File: src/rtl/pipe_stage_reg.sv
// pipe_stage_reg: elastic pipeline register between two pipeline stages.
// Carries an opaque payload and a control bus with a valid/ready handshake,
// a synchronous flush, forced-zero control on bubbles and a saturating
// back-pressure counter.
// Optional feature macro: PIPE_STAGE_SKID_EN adds a second (skid) entry so
// that in_ready comes straight from a flop instead of depending on out_ready.
module pipe_stage_reg #(
    parameter int DATA_W = 32,
    parameter int CTRL_W = 16,
    parameter int CNT_W  = 16
) (
    input  logic              clk,
    input  logic              rst_n,
    input  logic              flush,
    input  logic              in_valid,
    output logic              in_ready,
    input  logic [DATA_W-1:0] in_data,
    input  logic [CTRL_W-1:0] in_ctrl,
    output logic              out_valid,
    input  logic              out_ready,
    output logic [DATA_W-1:0] out_data,
    output logic [CTRL_W-1:0] out_ctrl,
    output logic [CNT_W-1:0]  stall_cnt
);

    // Increment that sticks at the all-ones value instead of wrapping.
    function automatic logic [CNT_W-1:0] sat_inc(input logic [CNT_W-1:0] value);
        if (value == {CNT_W{1'b1}}) begin
            return value;
        end
        return value + 1'b1;
    endfunction

    logic              m_valid;
    logic [DATA_W-1:0] m_data;
    logic [CTRL_W-1:0] m_ctrl;
    logic              xfer_in;
    logic              xfer_out;

    // A flushed cycle never accepts, even if in_ready is high.
    assign xfer_in  = in_valid && in_ready && !flush;
    assign xfer_out = m_valid && out_ready;

    assign out_valid = m_valid;
    assign out_data  = m_data;
    // Squashed slots must never present RegWrite/MemWrite downstream.
    assign out_ctrl  = m_valid ? m_ctrl : '0;

`ifdef PIPE_STAGE_SKID_EN
    logic              s_valid;
    logic [DATA_W-1:0] s_data;
    logic [CTRL_W-1:0] s_ctrl;

    // Ready only depends on whether the skid slot is free: no combinational path.
    assign in_ready = !s_valid;

    // Main/skid storage: skid catches the one entry accepted after out_ready drops.
    always_ff @(posedge clk or negedge rst_n) begin
        if (!rst_n) begin
            m_valid <= 1'b0;
            m_data  <= '0;
            m_ctrl  <= '0;
            s_valid <= 1'b0;
            s_data  <= '0;
            s_ctrl  <= '0;
        end else if (flush) begin
            m_valid <= 1'b0;
            s_valid <= 1'b0;
        end else if (xfer_out) begin
            if (s_valid) begin
                // Oldest waiting entry moves up; in_ready was low so no input.
                m_data  <= s_data;
                m_ctrl  <= s_ctrl;
                s_valid <= 1'b0;
            end else if (xfer_in) begin
                m_data <= in_data;
                m_ctrl <= in_ctrl;
            end else begin
                m_valid <= 1'b0;
            end
        end else if (xfer_in) begin
            if (m_valid) begin
                s_valid <= 1'b1;
                s_data  <= in_data;
                s_ctrl  <= in_ctrl;
            end else begin
                m_valid <= 1'b1;
                m_data  <= in_data;
                m_ctrl  <= in_ctrl;
            end
        end
    end
`else
    // Accept whenever the slot is empty or is being drained this same cycle.
    assign in_ready = !m_valid || out_ready;

    // Single entry: a new input replaces the departing one with no bubble.
    always_ff @(posedge clk or negedge rst_n) begin
        if (!rst_n) begin
            m_valid <= 1'b0;
            m_data  <= '0;
            m_ctrl  <= '0;
        end else if (flush) begin
            m_valid <= 1'b0;
        end else if (xfer_in) begin
            m_valid <= 1'b1;
            m_data  <= in_data;
            m_ctrl  <= in_ctrl;
        end else if (xfer_out) begin
            m_valid <= 1'b0;
        end
    end
`endif

    // Back-pressure counter: survives flush, cleared only by reset.
    always_ff @(posedge clk or negedge rst_n) begin
        if (!rst_n) begin
            stall_cnt <= '0;
        end else if (m_valid && !out_ready) begin
            stall_cnt <= sat_inc(stall_cnt);
        end
    end

endmodule

File: config.mk
export PLATFORM = sky130hd
export DESIGN_NAME = pipe_stage_reg
export DESIGN_NICKNAME = d
export VERILOG_FILES = /design/src/rtl/pipe_stage_reg.sv
export SDC_FILE = /design/constraint.sdc
export NUM_CORES = 1
export LEC_CHECK = 0
export ABC_CLOCK_PERIOD_IN_PS = 3070
export CORE_UTILIZATION = 45
export CTS_BUF_LIST = sky130_fd_sc_hd__clkbuf_2
export CTS_CLUSTER_SIZE = 24
export DETAILED_ROUTE_END_ITERATION = 10
export PLACE_DENSITY = 0.84
export RECOVER_POWER = 50
export SETUP_SLACK_MARGIN = 0.05
export SYNTH_ARGS = -nofsm -noshare
export SYNTH_HDL_FRONTEND = slang
export SYNTH_SLANG_ARGS = --single-unit
File: constraint.sdc
create_clock -name clk -period 3.07 [get_ports clk]
set_clock_uncertainty 0.2 [all_clocks]
set_input_delay 0.4605 -clock clk [delete_from_list [all_inputs] [get_ports clk]]
set_output_delay 0.4605 -clock clk [all_outputs]
set_load 0.01 [all_outputs]
==> results.py <==
metrics = {
    "clock_tree": {
        "cts.htree.levels": 3,
        "cts.clk_slew.worst_paths_ns": 0.15,
        "cts_buffers": 9,
        "ctsRootBufferMaster": "clkbuf_2",
        "clk_path_buf_depth": 2,
        "postCtsResizedCells": 0,
        "cts_sinks": 65,
        "cts_tree": "yes",
        "clkLatencyLatePin_ns": 0.46,
    },
    "die": {
        "dieWidth_um": 80.44,
        "dieArea_mm2": 0.006471,
        "ios": 119,
        "core_mm2": 0.005921,
        "floorplan.initialDensity": 0.4677,
        "row_count": 28,
        "die_y_um": 80.44,
    },
    "critical_path": {
        "slowest_delay_ns": 0.65,
        "cp_cell_sequence": "and2b_1 -> inv_4 -> clkdlybuf4s50_1",
        "worst-endpoint-arrival_ns": 2.05,
        "endpoint_kind": "output pin",
        "cp_max_fo": 18,
        "critPathRequiredTime_ns": 2.41,
        "cp_slowest_cell": "dfrtp_1",
        "crit_path_start_kind": "flop",
        "path_buf_inv": 2,
        "rrSetupSlack_ns": 0.44,
        "critical_path_class": "flop to output pin",
        "crit_family": "flip-flops",
    },
    "logic_synthesis": {
        "synth_cells": 204,
        "yosys.area.top_type_share": 0.5874,
        "synth-edff-count": 0,
        "yosys_warnings": 0,
        "yosysSeqAreaShare": 0.5874,
        "syn_avg_cell_area_um2": 13.57,
        "syn-cell-area_mm2": 0.002769,
        "ys_ff_latch": 65,
        "async_reset_ff_frac": 1.000,
        "synth_cell_types": 35,
        "syn-num-nets": 258,
        "synth.area.top_cells": "dfrtp_1 (59%), mux2_1 (12%), mux2_2 (7.7%)",
        "synth_flop_cell": "dfrtp_1",
        "yosysTopAreaCell": "dfrtp_1",
    },
    "finish": {
        "instances_no_fill": 408,
        "fill_cells": 452,
        "synthToLayoutAreaGrowth_pct": 47.63,
        "final_common_cell": "clkdlybuf4s50_1",
        "final_cell_area_mm2": 0.004088,
        "fin_nets": 385,
        "drive_above_1_share": 0.1111,
        "fin_util": 0.6904,
        "mostFrequentLayoutCells": "clkdlybuf4s50_1 (99), dfrtp_1 (65), mux2_1 (30), mux2_2 (19), dlygate4sd3_1 (19)",
        "antenna_cells": 0,
    },
    "grt": {
        "grt_max_degree": 49,
        "groute.usage.overall": 0.2002,
        "overflow": 0,
        "antenna_found_initial": 0,
        "grt_pass1_wl_mm": 9.666,
        "grt_pass1_vias": 2057,
    },
    "power": {
        "power.leakage_nw": 1.713,
        "total_power_mw": 2.024,
        "power.density_mw_per_mm2": 495.0,
        "vdd_ir_drop_max_mv": 0.3590,
    },
    "sta": {
        "period_share": 0.8825,
        "whs_ns": 0.2980,
        "setup_tns_ns": 0,
        "rsz0062_at_grt": "no",
        "max_slew_margin": 0.2118,
        "min_period_ns": 2.709,
        "clock.fmax_mhz": 369.1,
        "tightest_slew_ns": 1.182,
        "setup_viol": 0,
        "drv_slew": 0,
        "worst_slack_ns": 0.3608,
        "hold_viol": 0,
    },
    "routing": {
        "wl_met2_mm": 2.968,
        "firstDrtPassIters": 4,
        "routedWlPerCell_um": 14.49,
        "vias": 2064,
        "wl_met1_mm": 2.468,
        "dr_wl_met3_um": 369,
        "routed_wl_mm": 5.911,
        "drtAntennaViolNets": 0,
        "vias_per_cell": 5.059,
        "drc": 0,
        "first_iter_violations": 70,
        "top_layer_used": "met4",
    },
    "place": {
        "post-place-cells": 394,
        "hpwlAfterDp_mm": 4.322,
        "numPortBuffers": 118,
        "gp_congestion": 0.8023,
        "dp_slack_ns": 0.6507,
        "dpl_cell_area_mm2": 0.004044,
    },
    "outcome": {
        "status": "complete, no violations",
    },
    "worst_hold_path": {
        "hp-class": "flop to flop",
    },
    "flow_run": {
        "maxCapViolations": 0,
    },
}
[layout make-up]
cell class,count,area [µm²],area share
Timing Repair Buffer,122,1214,0.2969
Tap cell,75,93.84,0.02296
Inverter,2,10.01,0.002449
Sequential cell,65,1627,0.3979
Multi-Input combinational cell,131,1082,0.2648
Clock buffer,10,50.05,0.01224
Clock inverter,3,11.26,0.002755
[cells in the mapped netlist (all sizes together), types with 2 or more instances]
cell type,count
inv,2
and2,17
buf,5
nor3b,2
xnor2,6
nor2,8
nand2,6
nand3,7
mux2,50
dfrtp,65
and3,4
nand4,5
a31oi,2
a21oi,12
[worst reg2reg max path: cells and delay by family (launching register included)]
family / cells / cell delay [ns]
buffers and inverters: 1 / 0.09
flip-flops: 1 / 0.65
multiplexers: 1 / 0.34
AND/OR/NAND/NOR: 3 / 1.26
[cells by family (layout without fill, tap and decap cells)]
family / count (synthesis) / after routing / share of synthesized area
flip-flops: 65 / 65 / 0.5874
AND/OR/NAND/NOR: 56 / 56 / 0.1288
multiplexers: 51 / 51 / 0.2083
AO/OA/AOI/OAI: 16 / 16 / 0.03208
buffers and inverters: 8 / 137 / 0.01672
XOR/XNOR: 7 / 7 / 0.02214
adder cells (fa/ha/maj): 1 / 1 / 0.004518
[registers in the layout, indices dropped and copies added (netlist names)]
signal / cells
stall_cnt: 16
out_data: 32
out_valid: 1
m_ctrl: 16
[path summary, 6_finish.rpt]
path / from / to / cells past startpoint
worst min register to register: out_data[3] / out_data[3] / 1
worst max register to register: out_valid / stall_cnt[11] / 5
worst min-delay path: out_data[3] / out_data[3] / 1
max in group asynchronous: rst_n / m_ctrl[3] / 3
min in group asynchronous: rst_n / out_data[19] / 2
worst max-delay path: out_valid / in_ready / 3
[report_power, final]
part / total [mW] / internal (mW) / leakage [nW] / switching (mW)
logic: 0.577 / 0.361 / 0.880 / 0.216
registers: 1.09 / 0.997 / 0.787 / 0.0931
clock network: 0.356 / 0.0897 / 0.0462 / 0.267
total: 2.02 / 1.45 / 1.71 / 0.576
[repair_timing]
item / 4_1_cts / 5_1_grt
hold buffers: 1 / 0
endpoints found under the hold margin: 17 / 0
endpoints found under the setup margin: 0 / 0
setup buffers: 0 / 0
[metal layers]
layer	track usage	up-vias
met2	0.3466	64
met3	0.04773	12
met5	0	-
met4	0.09643	0
met1	0.2308	1010
li1	-	978
(Power assumes the default switching activity.)
==> RTL edit 1, RTL diff (same flow settings) <==
The option `PIPE_STAGE_SKID_EN` is turned on by a define.
--- a/src/rtl/pipe_stage_reg.sv
+++ b/src/rtl/pipe_stage_reg.sv
@@ -5,4 +5,6 @@
 // Optional feature macro: PIPE_STAGE_SKID_EN adds a second (skid) entry so
 // that in_ready comes straight from a flop instead of depending on out_ready.
+`define PIPE_STAGE_SKID_EN
+
 module pipe_stage_reg #(
     parameter int DATA_W = 32,
Behaviour: not the same (a bounded check fails within 4 cycles, from zero or initial values and one cycle with rst_n low).
==> RTL edit 1 against the original RTL <==
Sequential cell count rose by 49; worst setup slack improved by 0.046 ns; combinational power rose by 53%; register-to-register slack got worse by 0.03 ns; largest power group unchanged; power rose by 94%; non-clock buffer count rose by 3; cell area rose by 60%; area after synthesis rose by 81%; hold slack got worse by 0.037 ns; wire length rose by 81%.
==> RTL edit 1: results (changes against the original RTL) <==
[cts]
worstSkewPairLatency_ns=0.62  ; was 0.46 ns
clk_pin_slew_ns=0.17  ; was 0.15 ns
cts_buffers=17  ; was 9

[synthesis]
synth_nets=466  ; was 258
synth-seq-area-share=0.569  ; was 0.587
yosys.area_share.adder=0.00249  ; was 0.00452
synth_mux_area_frac=0.207  ; was 0.208

[drt]
routedWlPerCell_um=15.6  ; was 14.5 um
met2WireLength_um=5390  ; was 2970 um
drt_iter0_drc=112  ; was 70
first_pass_iters=6  ; was 4

[pwr]
p_leak_nw=3.08  ; was 1.71 nW
peakVddDrop_v=0.000275  ; was 0.000359 V
switchingPower_w=0.00111  ; was 0.000576 W
power_frac_comb=0.225  ; was 0.285
seq_cell_power_w=0.00205  ; was 0.00109 W

[sta]
whs_ns=0.261  ; was 0.298 ns

[worst_setup_path]
reg2regPathDepth=4  ; was 5
cp_slowest_stage_delay_ns=0.74  ; was 0.65 ns
cp.arrival_ns=2.97  ; was 2.05 ns
rr_endpoint=out_data[12]  ; was stall_cnt[11]

[hold_path]
hold_path.class=in2reg  ; was reg2reg
hold-path-cell-count=2  ; was 1

[finish]
drive_gt1_frac=0.174  ; was 0.111
nets=588  ; was 385

[place]
dp_hpwl_um=7570  ; was 4320 um
place.gp.congestion=0.837  ; was 0.802
pre_cts_slack_ns=0.482  ; was 0.651 ns

[global_routing]
grt_use_met1=0.265  ; was 0.231
grt_pass1_wl_um=18100  ; was 9670 um
use_met3=0.0575  ; was 0.0477
grt_pass1_vias=3700  ; was 2057
grt_usage=0.204  ; was 0.200

[run_status]
outcome=completed  ; unchanged

RTL edit 1: cell count changes after synthesis, moves of 4 or more:
| cell | delta |
|---|---|
| dfrtp_1 | +49 |
| nor4_1 | +4 |
| a21oi_1 | +39 |
| nor3_1 | +6 |
| buf_2 | +10 |
| mux2i_1 | +47 |
| nor2_1 | +43 |
| mux2_1 | -30 |
| mux2_2 | +29 |
| xor2_1 | +10 |
RTL edit 1: worst max path at each step:
stage,start,endpoint,cells after the start,slack (ns)
2_1_floorplan,out_ready,s_data[11],6,1.25
3_3_place_gp,out_ready,s_data[18],6,0.59
3_5_place_dp,out_ready,out_data[28],6,0.48
4_1_cts,out_valid,out_ctrl[14],2,0.09
5_1_grt,out_valid,out_data[12],4,0.22
6_report,out_valid,out_data[12],4,0.41
RTL edit 1: area by class of cell:
class                      count  share of cell area
inverter                       3             0.00172
clock buffer                  21              0.0160
sequential                   114               0.436
tap                          140              0.0267
clock inverter                11              0.0210
multi-input combinational    273               0.309
timing repair buffer         125               0.189
==> RTL edit 2, RTL diff (same settings) <==
Made on the original files. Register the output `stall_cnt` once more, without a reset; this adds one clock of latency there. The other outputs are not delayed to match.
--- a/src/rtl/pipe_stage_reg.sv
+++ b/src/rtl/pipe_stage_reg.sv
@@ -23,4 +23,6 @@
     output logic [CNT_W-1:0]  stall_cnt
 );
+
+    logic [CNT_W-1:0] stall_cnt_s0;
 
     // Increment that sticks at the all-ones value instead of wrapping.
@@ -116,8 +118,12 @@
     always_ff @(posedge clk or negedge rst_n) begin
         if (!rst_n) begin
-            stall_cnt <= '0;
+            stall_cnt_s0 <= '0;
         end else if (m_valid && !out_ready) begin
-            stall_cnt <= sat_inc(stall_cnt);
+            stall_cnt_s0 <= sat_inc(stall_cnt_s0);
         end
+    end
+
+    always_ff @(posedge clk) begin
+        stall_cnt <= stall_cnt_s0;
     end
 
Formal check against the unedited RTL: not equivalent (a bounded check fails within 4 cycles, from zero or initial values and one cycle with rst_n low).
==> RTL edit 2 against the original RTL <==
The run now ends with design-rule violations left; via count increased by 1.4%; utilization about the same; sequential cell count increased by 16; wire length increased by 7.0%; first-iteration DRC count decreased by 2.9%; cell area increased by 8.5%; combinational power increased by 4.9%; area after synthesis increased by 9.5%; power increased by 24%; worst setup slack improved by 0.16 ns.
==> RTL edit 2: results (changes against the original RTL) <==
[finish]
drive_gt1_frac=0.221  ; was 0.111
seq_cells=81  ; was 65
fillers=466  ; was 452
clock_cell_area_share=0.0265  ; was 0.0150
buf_share=0.275  ; was 0.297
stdcell_count=416  ; was 408
multi_input_gates=119  ; was 131
multi_input_area_share=0.237  ; was 0.265
nets=388  ; was 385
nNonClkInverters=1  ; was 2

[drt]
first_pass_iters=7  ; was 4
drc=22  ; was 0
wl_um=6330  ; was 5910 um

[synthesis]
synth_mux_area_frac=0.186  ; was 0.208
synth-compound-area-share=0.0128  ; was 0.0321
ys_async_sr_fraction=0.802  ; was 1.00
syn_avg_cell_area_um2=14.7  ; was 13.6 um^2
synth-seq-area-share=0.642  ; was 0.587
synth_area_leaders=dfrtp_1, mux2_2, dfxtp_1, and2_1, xnor2_1  ; was dfrtp_1, mux2_1, mux2_2, and2_1, a21oi_1
synthXorXnorAreaFrac=0.0404  ; was 0.0221
synth_nets=261  ; was 258

[worst_setup_path]
cp.arrival_ns=1.89  ; was 2.05 ns
cp_max_fo=5  ; was 18
crit_family=buffers and inverters  ; was flip-flops
cp_slowest_stage_delay_ns=0.56  ; was 0.65 ns
slowest_stage=clkdlybuf4s50_1  ; was dfrtp_1

[cts]
worstSkewPairLatency_ns=0.50  ; was 0.46 ns

[place]
dp_hpwl_um=4570  ; was 4320 um
dpl.cell_count=399  ; was 394
place_area_um2=4320  ; was 4040 um^2
pre_cts_slack_ns=0.523  ; was 0.651 ns

[global_routing]
use_met3=0.0603  ; was 0.0477
grt_usage=0.194  ; was 0.200
grt_pass1_wl_um=10500  ; was 9670 um
met2_usage=0.318  ; was 0.347

[run_status]
violations=design-rule violations
outcome=complete, but fails checks  ; was completed

[pwr]
p_leak_nw=1.83  ; was 1.71 nW
switchingPower_w=0.000686  ; was 0.000576 W

[RTL edit 2: cell count changes after synthesis, moves of 6 or more]
| cell | before | now |
|---|---|---|
| mux2_2 | 19 | 50 |
| mux2_1 | 30 | 0 |
| xor2_1 | 1 | 7 |
| dfxtp_1 | 0 | 16 |
| a21oi_1 | 11 | 0 |
[RTL edit 2: per-layer routing]
layer / share of wire / vias up
li1: - / 974
met1: 0.40 / 1028
met2: 0.51 / 78
met3: 0.074 / 12
met4: 0.019 / 0
met5: 0 / -
[RTL edit 2: power by group through the flow]
stage	Clock [W]	Combinational, W	Sequential, W
detailed placement	0	0.000612	0.00136
CTS	0.000585	0.000616	0.00134
finish	0.000565	0.000605	0.00134
floorplan	0	0.000194	0.00140
global route	0.000638	0.000648	0.00136
global placement	0	0.000597	0.00135
[RTL edit 2: worst paths after layout]
kind,start,endpoint,slack (ns),cells past startpoint
min in group asynchronous,rst_n,out_valid,0.62,2
worst min register to register,stall_cnt_s0[15],stall_cnt[15],0.27,0
worst min-delay path,stall_cnt_s0[15],stall_cnt[15],0.27,0
worst max-delay path,out_valid,in_ready,0.52,3
max in group asynchronous,rst_n,out_data[4],1.17,3
worst max register to register,out_valid,out_data[7],0.52,4
[RTL edit 2: what timing repair did]
action | in CTS | in global routing
endpoints found under the hold margin | 24 | 0
setup endpoints to repair | 0 | 0
hold buffers | 1 | 0
[RTL edit 2: worst register-to-register path: cells and delay by family (launching register included)]
kind | cells | cell delay (ns)
buf+inv | 1 | 0.91
simple gates | 2 | 0.45
mux | 1 | 0.46
flops | 1 | 0.43
